===== src/rtl/wishbone_irq_controller_pkg.sv =====
// Shared constants for the interrupt controller: address map, register
// offsets, bus widths and the register-window decode helper.
package wishbone_irq_controller_pkg;

  localparam int WB_AW = 32;
  localparam int WB_DW = 32;
  localparam int WB_SW = 4;

  localparam logic [31:0] IRQC_START = 32'h0000_0000;
  localparam logic [31:0] IRQC_SIZE  = 32'h0000_0020;

  localparam logic [31:0] IRQC_PENDING   = 32'h00;
  localparam logic [31:0] IRQC_ENABLE    = 32'h04;
  localparam logic [31:0] IRQC_MODE      = 32'h08;
  localparam logic [31:0] IRQC_CLAIM     = 32'h0C;
  localparam logic [31:0] IRQC_INSERVICE = 32'h10;

  // Claim ids are 1-based, 0 means "nothing eligible"; 31 sources fit in 5 bits.
  localparam int IRQC_ID_W = 5;

  typedef enum logic [2:0] {
    REG_PENDING,
    REG_ENABLE,
    REG_MODE,
    REG_CLAIM,
    REG_INSERVICE,
    REG_NONE
  } reg_sel_t;

  // Map a window-relative byte offset onto a register; anything unmapped
  // (or outside the window) becomes REG_NONE, which still acks.
  function automatic reg_sel_t decode_reg(input logic [31:0] offset,
                                          input logic [31:0] size);
    reg_sel_t r;
    r = REG_NONE;
    if (offset < size) begin
      case (offset & ~32'h3)
        IRQC_PENDING:   r = REG_PENDING;
        IRQC_ENABLE:    r = REG_ENABLE;
        IRQC_MODE:      r = REG_MODE;
        IRQC_CLAIM:     r = REG_CLAIM;
        IRQC_INSERVICE: r = REG_INSERVICE;
        default:        r = REG_NONE;
      endcase
    end
    return r;
  endfunction

endpackage


===== src/rtl/wishbone_irq_controller_if.sv =====
// Classic wishbone single-port bus bundle used by the interrupt controller.
interface wishbone_interface;
  import wishbone_irq_controller_pkg::*;

  logic             cyc;
  logic             stb;
  logic             we;
  logic [WB_AW-1:0] adr;
  logic [WB_DW-1:0] dat_w;
  logic [WB_DW-1:0] dat_r;
  logic [WB_SW-1:0] sel;
  logic             ack;
  logic             err;

  modport master (
    output cyc, stb, we, adr, dat_w, sel,
    input  dat_r, ack, err
  );

  modport slave (
    input  cyc, stb, we, adr, dat_w, sel,
    output dat_r, ack, err
  );

endinterface


===== src/rtl/wishbone_irq_controller_priority_encoder.sv =====
// Lowest-index-first priority encoder producing a 1-based id (0 = none).
module irq_priority_encoder
  import wishbone_irq_controller_pkg::*;
#(
  parameter int WIDTH = 8
) (
  input  logic [WIDTH-1:0]     req,
  output logic [IRQC_ID_W-1:0] id
);

  // Scan from the top down so the lowest set index is the last one written.
  always_comb begin
    id = '0;
    for (int i = WIDTH - 1; i >= 0; i--) begin
      if (req[i]) id = IRQC_ID_W'(i + 1);
    end
  end

endmodule


===== src/rtl/wishbone_irq_controller.sv =====
// Interrupt controller: aggregates NUM_SOURCES request lines into one
// registered irq, with per-source enable, edge/level mode, pending and
// claim/complete tracking behind a never-stalling wishbone slave.
module wishbone_irq_controller
  import wishbone_irq_controller_pkg::*;
#(
  parameter logic [31:0] ADDRESS     = IRQC_START,
  parameter logic [31:0] SIZE        = IRQC_SIZE,
  parameter int          NUM_SOURCES = 8
) (
  input  logic                   clk,
  input  logic                   rst_n,
  input  logic [NUM_SOURCES-1:0] sources,
  output logic                   irq,
  wishbone_interface.slave       wishbone
);

  localparam int N = NUM_SOURCES;

  logic [N-1:0] pending, enable, mode, in_service, prev;

  // Request captured on the cyc&stb cycle; side effects happen in the ack cycle.
  logic                 req_valid;
  logic                 req_we;
  reg_sel_t             req_reg;
  logic [N-1:0]         req_lane;
  logic [N-1:0]         req_wdat;
  logic [IRQC_ID_W-1:0] req_id;
  logic                 req_id_ok;

  logic [N-1:0]         lane;
  logic [31:0]          offset;
  logic                 req_hit;

  logic [N-1:0]         eligible, rise, w1c, mode_chg, pending_edge;
  logic [N-1:0]         claim_set, complete_clr;
  logic [N-1:0]         pending_next, enable_next, mode_next, in_service_next;
  logic [IRQC_ID_W-1:0] claim_id;
  logic                 claim_fire, complete_fire, irq_next;
  logic [31:0]          rdata;

  assign offset  = wishbone.adr - ADDRESS;
  assign req_hit = wishbone.cyc & wishbone.stb;

  // Expand the byte selects to one enable per source bit.
  always_comb begin
    lane = '0;
    for (int i = 0; i < N; i++) lane[i] = wishbone.sel[i / 8];
  end

  // Latch each request so it can be acked and applied on the next cycle.
  always_ff @(posedge clk or negedge rst_n) begin
    if (!rst_n) begin
      req_valid <= 1'b0;
      req_we    <= 1'b0;
      req_reg   <= REG_NONE;
      req_lane  <= '0;
      req_wdat  <= '0;
      req_id    <= '0;
      req_id_ok <= 1'b0;
    end else begin
      req_valid <= req_hit;
      if (req_hit) begin
        req_we    <= wishbone.we;
        req_reg   <= decode_reg(offset, SIZE);
        req_lane  <= lane;
        req_wdat  <= wishbone.dat_w[N-1:0] & lane;
        req_id    <= wishbone.dat_w[IRQC_ID_W-1:0];
        req_id_ok <= wishbone.sel[0];
      end
    end
  end

  assign eligible = pending & enable & ~in_service;

  irq_priority_encoder #(.WIDTH(N)) u_prio (
    .req (eligible),
    .id  (claim_id)
  );

  assign claim_fire    = req_valid & ~req_we & (req_reg == REG_CLAIM) & (claim_id != '0);
  assign complete_fire = req_valid & req_we & (req_reg == REG_CLAIM) & req_id_ok;

  // Decode claim/complete ids into per-source one-hot masks.
  always_comb begin
    claim_set    = '0;
    complete_clr = '0;
    for (int i = 0; i < N; i++) begin
      claim_set[i]    = claim_fire    && (claim_id == IRQC_ID_W'(i + 1));
      complete_clr[i] = complete_fire && (req_id   == IRQC_ID_W'(i + 1));
    end
  end

  // Next-state for the register file; irq is registered from the next state
  // so a change is visible on irq the cycle right after it takes effect.
  always_comb begin
    enable_next = enable;
    mode_next   = mode;
    w1c         = '0;
    if (req_valid && req_we) begin
      case (req_reg)
        REG_PENDING: w1c         = req_wdat;
        REG_ENABLE:  enable_next = (enable & ~req_lane) | req_wdat;
        REG_MODE:    mode_next   = (mode & ~req_lane) | req_wdat;
        default:     ;
      endcase
    end
    rise         = sources & ~prev;
    mode_chg     = mode ^ mode_next;
    // Set beats clear: a new edge survives a same-cycle W1C or claim.
    pending_edge = (pending & ~(w1c | (claim_set & mode))) | rise;
    pending_next = ((mode & pending_edge) | (~mode & sources)) & ~mode_chg;
    in_service_next = (in_service | claim_set) & ~complete_clr;
    irq_next     = |(pending_next & enable_next & ~in_service_next);
  end

  // Register file, edge-detect history and the irq output.
  always_ff @(posedge clk or negedge rst_n) begin
    if (!rst_n) begin
      pending    <= '0;
      enable     <= '0;
      mode       <= '0;
      in_service <= '0;
      prev       <= '0;
      irq        <= 1'b0;
    end else begin
      pending    <= pending_next;
      enable     <= enable_next;
      mode       <= mode_next;
      in_service <= in_service_next;
      prev       <= sources;
      irq        <= irq_next;
    end
  end

  // Read data is driven during the ack cycle only.
  always_comb begin
    rdata = '0;
    if (req_valid && !req_we) begin
      case (req_reg)
        REG_PENDING:   rdata = 32'(pending);
        REG_ENABLE:    rdata = 32'(enable);
        REG_MODE:      rdata = 32'(mode);
        REG_CLAIM:     rdata = 32'(claim_id);
        REG_INSERVICE: rdata = 32'(in_service);
        default:       rdata = '0;
      endcase
    end
  end

  assign wishbone.ack   = req_valid;
  assign wishbone.err   = 1'b0;
  assign wishbone.dat_r = rdata;

endmodule


===== src/flat_wrapper.sv =====
// flat-port wrapper written by rule: the top's interface ports become plain ports
module wishbone_irq_controller_flat import wishbone_irq_controller_pkg::*;
#(
  parameter logic [31:0] ADDRESS     = IRQC_START,
  parameter logic [31:0] SIZE        = IRQC_SIZE,
  parameter int          NUM_SOURCES = 8
)
  (clk, rst_n, sources, irq, wishbone_cyc, wishbone_stb, wishbone_we, wishbone_adr, wishbone_dat_w, wishbone_sel, wishbone_dat_r, wishbone_ack, wishbone_err);
  wishbone_interface wishbone_i ();
  input  logic clk;
  input  logic rst_n;
  input  logic [NUM_SOURCES-1:0] sources;
  output logic irq;
  input wire logic [$bits(wishbone_i.cyc)-1:0] wishbone_cyc;
  input wire logic [$bits(wishbone_i.stb)-1:0] wishbone_stb;
  input wire logic [$bits(wishbone_i.we)-1:0] wishbone_we;
  input wire logic [$bits(wishbone_i.adr)-1:0] wishbone_adr;
  input wire logic [$bits(wishbone_i.dat_w)-1:0] wishbone_dat_w;
  input wire logic [$bits(wishbone_i.sel)-1:0] wishbone_sel;
  output wire logic [$bits(wishbone_i.dat_r)-1:0] wishbone_dat_r;
  output wire logic [$bits(wishbone_i.ack)-1:0] wishbone_ack;
  output wire logic [$bits(wishbone_i.err)-1:0] wishbone_err;
  assign wishbone_i.cyc = wishbone_cyc;
  assign wishbone_i.stb = wishbone_stb;
  assign wishbone_i.we = wishbone_we;
  assign wishbone_i.adr = wishbone_adr;
  assign wishbone_i.dat_w = wishbone_dat_w;
  assign wishbone_i.sel = wishbone_sel;
  assign wishbone_dat_r = wishbone_i.dat_r;
  assign wishbone_ack = wishbone_i.ack;
  assign wishbone_err = wishbone_i.err;
  wishbone_irq_controller #(.ADDRESS(ADDRESS), .SIZE(SIZE), .NUM_SOURCES(NUM_SOURCES)) u_core (.clk(clk), .rst_n(rst_n), .sources(sources), .irq(irq), .wishbone(wishbone_i));
endmodule

===== config.mk =====
export PLATFORM = sky130hd
export DESIGN_NAME = wishbone_irq_controller_flat
export DESIGN_NICKNAME = d
export VERILOG_FILES = /design/src/rtl/wishbone_irq_controller_pkg.sv /design/src/rtl/wishbone_irq_controller_if.sv /design/src/rtl/wishbone_irq_controller_priority_encoder.sv /design/src/rtl/wishbone_irq_controller.sv /design/src/flat_wrapper.sv
export SDC_FILE = /design/constraint.sdc
export NUM_CORES = 1
export LEC_CHECK = 0
export CAP_MARGIN = 20
export CORE_MARGIN = 1
export CORE_UTILIZATION = 50
export CTS_BUF_LIST = sky130_fd_sc_hd__clkbuf_4 sky130_fd_sc_hd__clkbuf_8
export DETAILED_ROUTE_END_ITERATION = 8
export PLACE_DENSITY = 0.87
export REMOVE_ABC_BUFFERS = 1
export SETUP_SLACK_MARGIN = 0.5
export SLEW_MARGIN = 20
export SYNTH_ARGS = -nofsm -noshare
export SYNTH_HDL_FRONTEND = slang
export SYNTH_SLANG_ARGS = --single-unit

===== constraint.sdc =====
create_clock -name clk -period 6.15 [get_ports clk]
set_input_delay 0.9225 -clock clk [delete_from_list [all_inputs] [get_ports clk]]
set_output_delay 0.9225 -clock clk [all_outputs]
set_load 0.005 [all_outputs]

==> results.json, run 1 <==
{
  "status": "complete, but fails checks",
  "violations": "design-rule violations",
  "grt-ovfl-total": 0,
  "grt_pass1_wl_mm": 14.1,
  "antenna_left": 0,
  "clkLatencyLatePin_ns": 0.36,
  "fmax_mhz": 249,
  "path_clk_slew_ns": 0.07,
  "postCtsSetupRepairBufs": 0,
  "synth-simple-area-share": 0.216,
  "met3_usage": 0.0718,
  "nNetsFinal": 506,
  "cp_max_fo": 21,
  "timing.rr.start": "u_core.req_reg[2]",
  "slew_viol_final": 0,
  "end_kind": "output port",
  "clock_path_buffers": 2,
  "crit_type": "reg -> out",
  "synth-seq-area-share": 0.441,
  "first_iter_violations": 390,
  "syn_area_mm2": 0.00341,
  "synth.mux.area_fraction": 0.0657,
  "fp.dieW_um": 84.6,
  "ys_ff_latch": 60,
  "synthAdderAreaFrac": 0,
  "grt_pass1_vias": 2972,
  "worstPathRequired_ns": 5.23,
  "antenna_cells": 0,
  "final_layout_size_suffix_gt1_frac": 0.0907,
  "cp.arrival_ns": 3.09,
  "power_leakage_nw": 1.78,
  "use_met2": 0.405,
  "rsz0062_at_grt": "no",
  "place_area_mm2": 0.00394,
  "ios": 116,
  "port_buffers": 61,
  "cts_resized": 0,
  "row_count": 29,
  "synth_top_area_share": 0.426,
  "top_usage_layer": "met2",
  "grt_max_degree": 61,
  "crit_path_start_kind": "flip-flop",
  "cpMaxStageDelayCell": "nor2_1",
  "viasPerCell": 6.24,
  "gp_congestion": 0.925,
  "synth_compound_area_frac": 0.186,
  "peakVddDrop_mv": 0.162,
  "dieArea_mm2": 0.00715,
  "max_cap_viol_count": 0,
  "fin_crit_ns": 4.01,
  "worstHoldPathType": "reg -> reg",
  "worstSetupStartpoint": "u_core.req_reg[1]",
  "numCtsBuffers": 9,
  "relSlewSlack": 0.278,
  "synthDistinctLibCells": 50,
  "slowest_delay_ns": 0.95,
  "powerDensity_mw_per_mm2": 216,
  "synth_warnings": 0,
  "htreeDepth": 3,
  "synth_area_leaders": "dfrtp_1, buf_4, nand2_1",
  "tritoncts": "done",
  "worst_pin_slew_ns": 1.08,
  "synth_async_sr_flop_share": 1.00,
  "grt.total_usage": 0.257,
  "drcViolationCount": 2,
  "die_h_um": 84.6,
  "wl_per_cell_um": 17.3,
  "yosys.area.top_type": "dfrtp_1",
  "finalHoldViolations": 0,
  "vias": 3163,
  "synth_area_per_cell_um2": 9.26,
  "cts.sinks": 60,
  "synth_top_flop_cell": "dfrtp_1",
  "cts-root-buf": "clkbuf_8",
  "routed_wl_mm": 8.79,
  "synth_top_family_by_area": "simple AND/OR/NAND/NOR gates",
  "drt_first_pass_iters": 9,
  "fin_crit_sh": 0.652,
  "area_growth_syn_to_layout_pct": 21.5,
  "core_mm2": 0.00646,
  "synth_cells": 368,
  "fin_area_mm2": 0.00414,
  "synth_edf_count": 0,
  "skew_ns": 0.00756,
  "setup_tns_ns": 0,
  "setup_violations": 0,
  "fillers": 530,
  "initial_core_util": 0.528,
  "path_cells": "nor2_1 -> inv_1 -> a221oi_1 -> clkdlybuf4s50_1",
  "hp-start": "u_core.enable[7]",
  "dp.final_hpwl_mm": 6.02,
  "synthXorXnorAreaFrac": 0,
  "cts_hold_buf": 0,
  "antenna_found_initial": 0,
  "grtUsageMet1": 0.331
}
area by class of cell:
| class | instances | area [µm²] | share of cell area |
|---|---|---|---|
| Clock buffer | 9 | 124 | 0.0299 |
| Clock inverter | 7 | 76.3 | 0.0184 |
| Tap cell | 77 | 96.3 | 0.0233 |
| Timing Repair Buffer | 62 | 613 | 0.148 |
| Sequential cell | 60 | 1500 | 0.363 |
| Multi-Input combinational cell | 281 | 1690 | 0.407 |
| Inverter | 11 | 41.3 | 0.00997 |
critical path: cells and delay by family, from the launching register on:
kind	cells	cell delay [ns]
flip-flops	1	0.66
AND/OR/NAND/NOR	1	0.95
buffers and inverters	2	0.68
AO/OA/AOI/OAI	1	0.43
cell families after synthesis:
group                  count (synthesis)
flip-flops                            60
AND/OR/NAND/NOR                      145
buffers and inverters                 51
multiplexers                          21
AO/OA/AOI/OAI                         90
other                                  1
power breakdown:
group	switching (mW)	internal, mW
Sequential	0.0261	0.415
Combinational	0.0415	0.0537
Clock	0.172	0.189
Total	0.239	0.657
final timing paths:
kind / slack (ns) / endpoint / cells after the start
max in group asynchronous: 4.95 / u_core.mode[6] / 2
worst min register to register: 0.55 / u_core.enable[7] / 2
worst min-delay path: 0.55 / u_core.enable[7] / 2
worst max-delay path: 2.14 / wishbone_dat_r[3] / 4
min in group asynchronous: 0.71 / u_core.mode[5] / 2
worst max register to register: 3.42 / u_core.irq / 6
layer usage:
layer / vias up / share of wire
li1: 1409 / -
met1: 1488 / 0.39
met2: 238 / 0.47
met3: 28 / 0.11
met4: 0 / 0.032
met5: - / 0
Yosys cell counts (all sizes together) (4+ instances only):
cell and n:
mux2 11, nand3b 11, a22oi 5, a21oi 11
buf 34, inv 11, nor4 9, nor2 33
nor4b 4, a31oi 13, nor3 9, a21boi 5
o21ai 20, dfrtp 58, nand3 4, nand4 4
mux2i 10, clkbuf 6, a22o 16, nand2 54
cells in the final DEF (no fill, tap or decap), types with 10 or more instances in the layout:
| cell | n |
|---|---|
| a21oi_1 | 11 |
| a22o_1 | 16 |
| a31oi_1 | 13 |
| clkdlybuf4s50_1 | 60 |
| conb_1 | 25 |
| dfrtp_1 | 58 |
| inv_1 | 11 |
| mux2_2 | 11 |
| mux2i_1 | 10 |
| nand2_1 | 54 |
| nor2_1 | 33 |
| o21ai_0 | 19 |
through the flow:
stage / worst slack (ns) / cells / hold slack (ns) / utilization / total power [mW]
after CTS: 2.23 / 507 / 0.545 / 0.641 / 0.899
after floorplan: 3.58 / 352 / 0.498 / - / 0.481
after detailed placement: 2.62 / 491 / 0.525 / 0.610 / 0.542
after global routing: 2.06 / 507 / 0.577 / 0.641 / 0.926
after global placement: 2.67 / 491 / 0.526 / 0.610 / 0.539
final: 2.14 / 507 / 0.549 / 0.641 / 0.897
(Power assumes the default switching activity.)
==> run 2: changes to the inputs <==
--- a/config.mk
+++ b/config.mk
@@ -7,10 +7,10 @@
 export LEC_CHECK = 0
 export CAP_MARGIN = 20
 export CORE_MARGIN = 1
-export CORE_UTILIZATION = 50
+export CORE_UTILIZATION = 47
 export CTS_BUF_LIST = sky130_fd_sc_hd__clkbuf_4 sky130_fd_sc_hd__clkbuf_8
 export DETAILED_ROUTE_END_ITERATION = 8
-export PLACE_DENSITY = 0.87
+export PLACE_DENSITY = 0.82
 export REMOVE_ABC_BUFFERS = 1
 export SETUP_SLACK_MARGIN = 0.5
 export SLEW_MARGIN = 20
==> constraint.sdc (replaced) <==
create_clock -name clk -period 3.9 [get_ports clk]
set_input_delay 0.585 -clock clk [delete_from_list [all_inputs] [get_ports clk]]
set_output_delay 0.585 -clock clk [all_outputs]
set_load 0.005 [all_outputs]
==> results.json, run 2 (synthesized netlist as in run 1, its figures left out) <==
{
  "fin_crit_ns": 3.31,
  "routed_wl_mm": 8.97,
  "fin_crit_sh": 0.849,
  "htreeDepth": 3,
  "gp_congestion": 0.922,
  "setup_tns_ns": 0,
  "grt_max_degree": 32,
  "numCtsBuffers": 9,
  "crit_type": "reg -> out",
  "core_mm2": 0.00691,
  "tritoncts": "done",
  "clock_path_buffers": 2,
  "status": "complete, no violations",
  "cts-root-buf": "clkbuf_8",
  "antenna_cells": 0,
  "most-common-layout-cells": "clkdlybuf4s50_1, dfrtp_1, nand2_1",
  "mostFrequentLayoutCell": "clkdlybuf4s50_1",
  "final_cell_count_no_fill": 533,
  "fmax_mhz": 302,
  "clkLatencyLatePin_ns": 0.35,
  "place_ws_ns": 0.898,
  "row_count": 30,
  "drt_first_pass_iters": 5,
  "whs_ns": 0.281,
  "grt-ovfl-total": 0,
  "peakVddDrop_mv": 0.167,
  "power_leakage_nw": 1.80,
  "grt.total_usage": 0.251,
  "dp_cells": 512,
  "first_iter_violations": 331,
  "setup_violations": 0,
  "crit_path_start_kind": "flip-flop",
  "rsz0062_at_grt": "no",
  "vias": 3138,
  "cp_max_fo": 18,
  "cts.sinks": 60,
  "worstPathRequired_ns": 3.31,
  "worst_pin_slew_ns": 0.707,
  "die_h_um": 87.2,
  "antenna_left": 0,
  "skew_ns": 0.00679,
  "port_buffers": 61,
  "viasPerCell": 5.89,
  "cp.arrival_ns": 2.73,
  "relSlewSlack": 0.529,
  "dieArea_mm2": 0.00760,
  "max_cap_viol_count": 0,
  "drcViolationCount": 0,
  "wl_per_cell_um": 16.8,
  "final_layout_size_suffix_gt1_frac": 0.105,
  "initial_core_util": 0.493,
  "antenna_found_initial": 0,
  "powerDensity_mw_per_mm2": 320,
  "slew_viol_final": 0,
  "nNetsFinal": 513,
  "grt_pass1_wl_mm": 14.2,
  "path_clk_slew_ns": 0.07,
  "end_kind": "output port",
  "area_growth_syn_to_layout_pct": 23.2,
  "cts_hold_buf": 0,
  "fin_ws_ns": 0.589,
  "grt_pass1_vias": 2915,
  "worstHoldPathType": "in -> async",
  "finalHoldViolations": 0,
  "dp.final_hpwl_mm": 6.28,
  "fp.dieW_um": 87.2,
  "ios": 116
}
[run 2: what timing repair did]
action                                  4_1_cts  5_1_grt
resized for setup                             0        3
setup buffers                                 0        5
endpoints found under the hold margin         0        0
endpoints found under the setup margin        0        2
[run 2: per-stage QoR]
step,instance area (µm²),power [mW],utilization
finish,4200,1.34,0.608
global route,4200,1.40,0.608
CTS,4150,1.35,0.601
detailed placement,3980,0.857,0.576
global placement,3980,0.851,0.576
floorplan,3230,0.758,-
[run 2: metal layers]
layer | routed length (µm) | global-route usage
met1 | 3800 | 0.330
met4 | 234 | 0.136
met2 | 4250 | 0.397
met5 | 0 | 0
met3 | 681 | 0.0427
[run 2: critical path: stages, from the launching register on]
cell and delay (ns):
dfstp_4 0.76, and3b_1 0.23, nand2_1 0.16, nor2_1 0.08, and2_1 0.17, a2111oi_1 0.40
a211oi_1 0.10, clkdlybuf4s50_1 0.48
[run 2: final cells by class]
type | count | area, µm²
clock buffers | 11 | 145
repair buffers | 69 | 666
multi-input cells | 281 | 1690
flip-flops and latches | 60 | 1510
well taps | 96 | 120
inverters | 11 | 41.3
clock inverters | 5 | 27.5
fillers | 608 | 2710
[run 2: power breakdown]
group          leakage [nW]  switching, mW  internal [mW]  total (mW)
Clock                0.0923          0.246          0.250       0.496
Combinational         0.942         0.0672         0.0848       0.152
Sequential            0.770         0.0413          0.655       0.696
Total                  1.80          0.354          0.989        1.34
[run 2: path summary, 6_finish.rpt]
path / start / to / slack, ns / cells after the start
worst max-delay path: u_core.req_reg[2] / wishbone_dat_r[2] / 0.59 / 7
worst min-delay path: rst_n / u_core.prev[4] / 0.28 / 1
worst max register to register: u_core.req_reg[2] / u_core.irq / 1.14 / 6
worst min register to register: u_core.req_we / u_core.req_we / 0.57 / 1
max in group asynchronous: rst_n / u_core.req_reg[2] / 2.74 / 2
min in group clk: u_core.req_we / u_core.req_we / 0.57 / 1
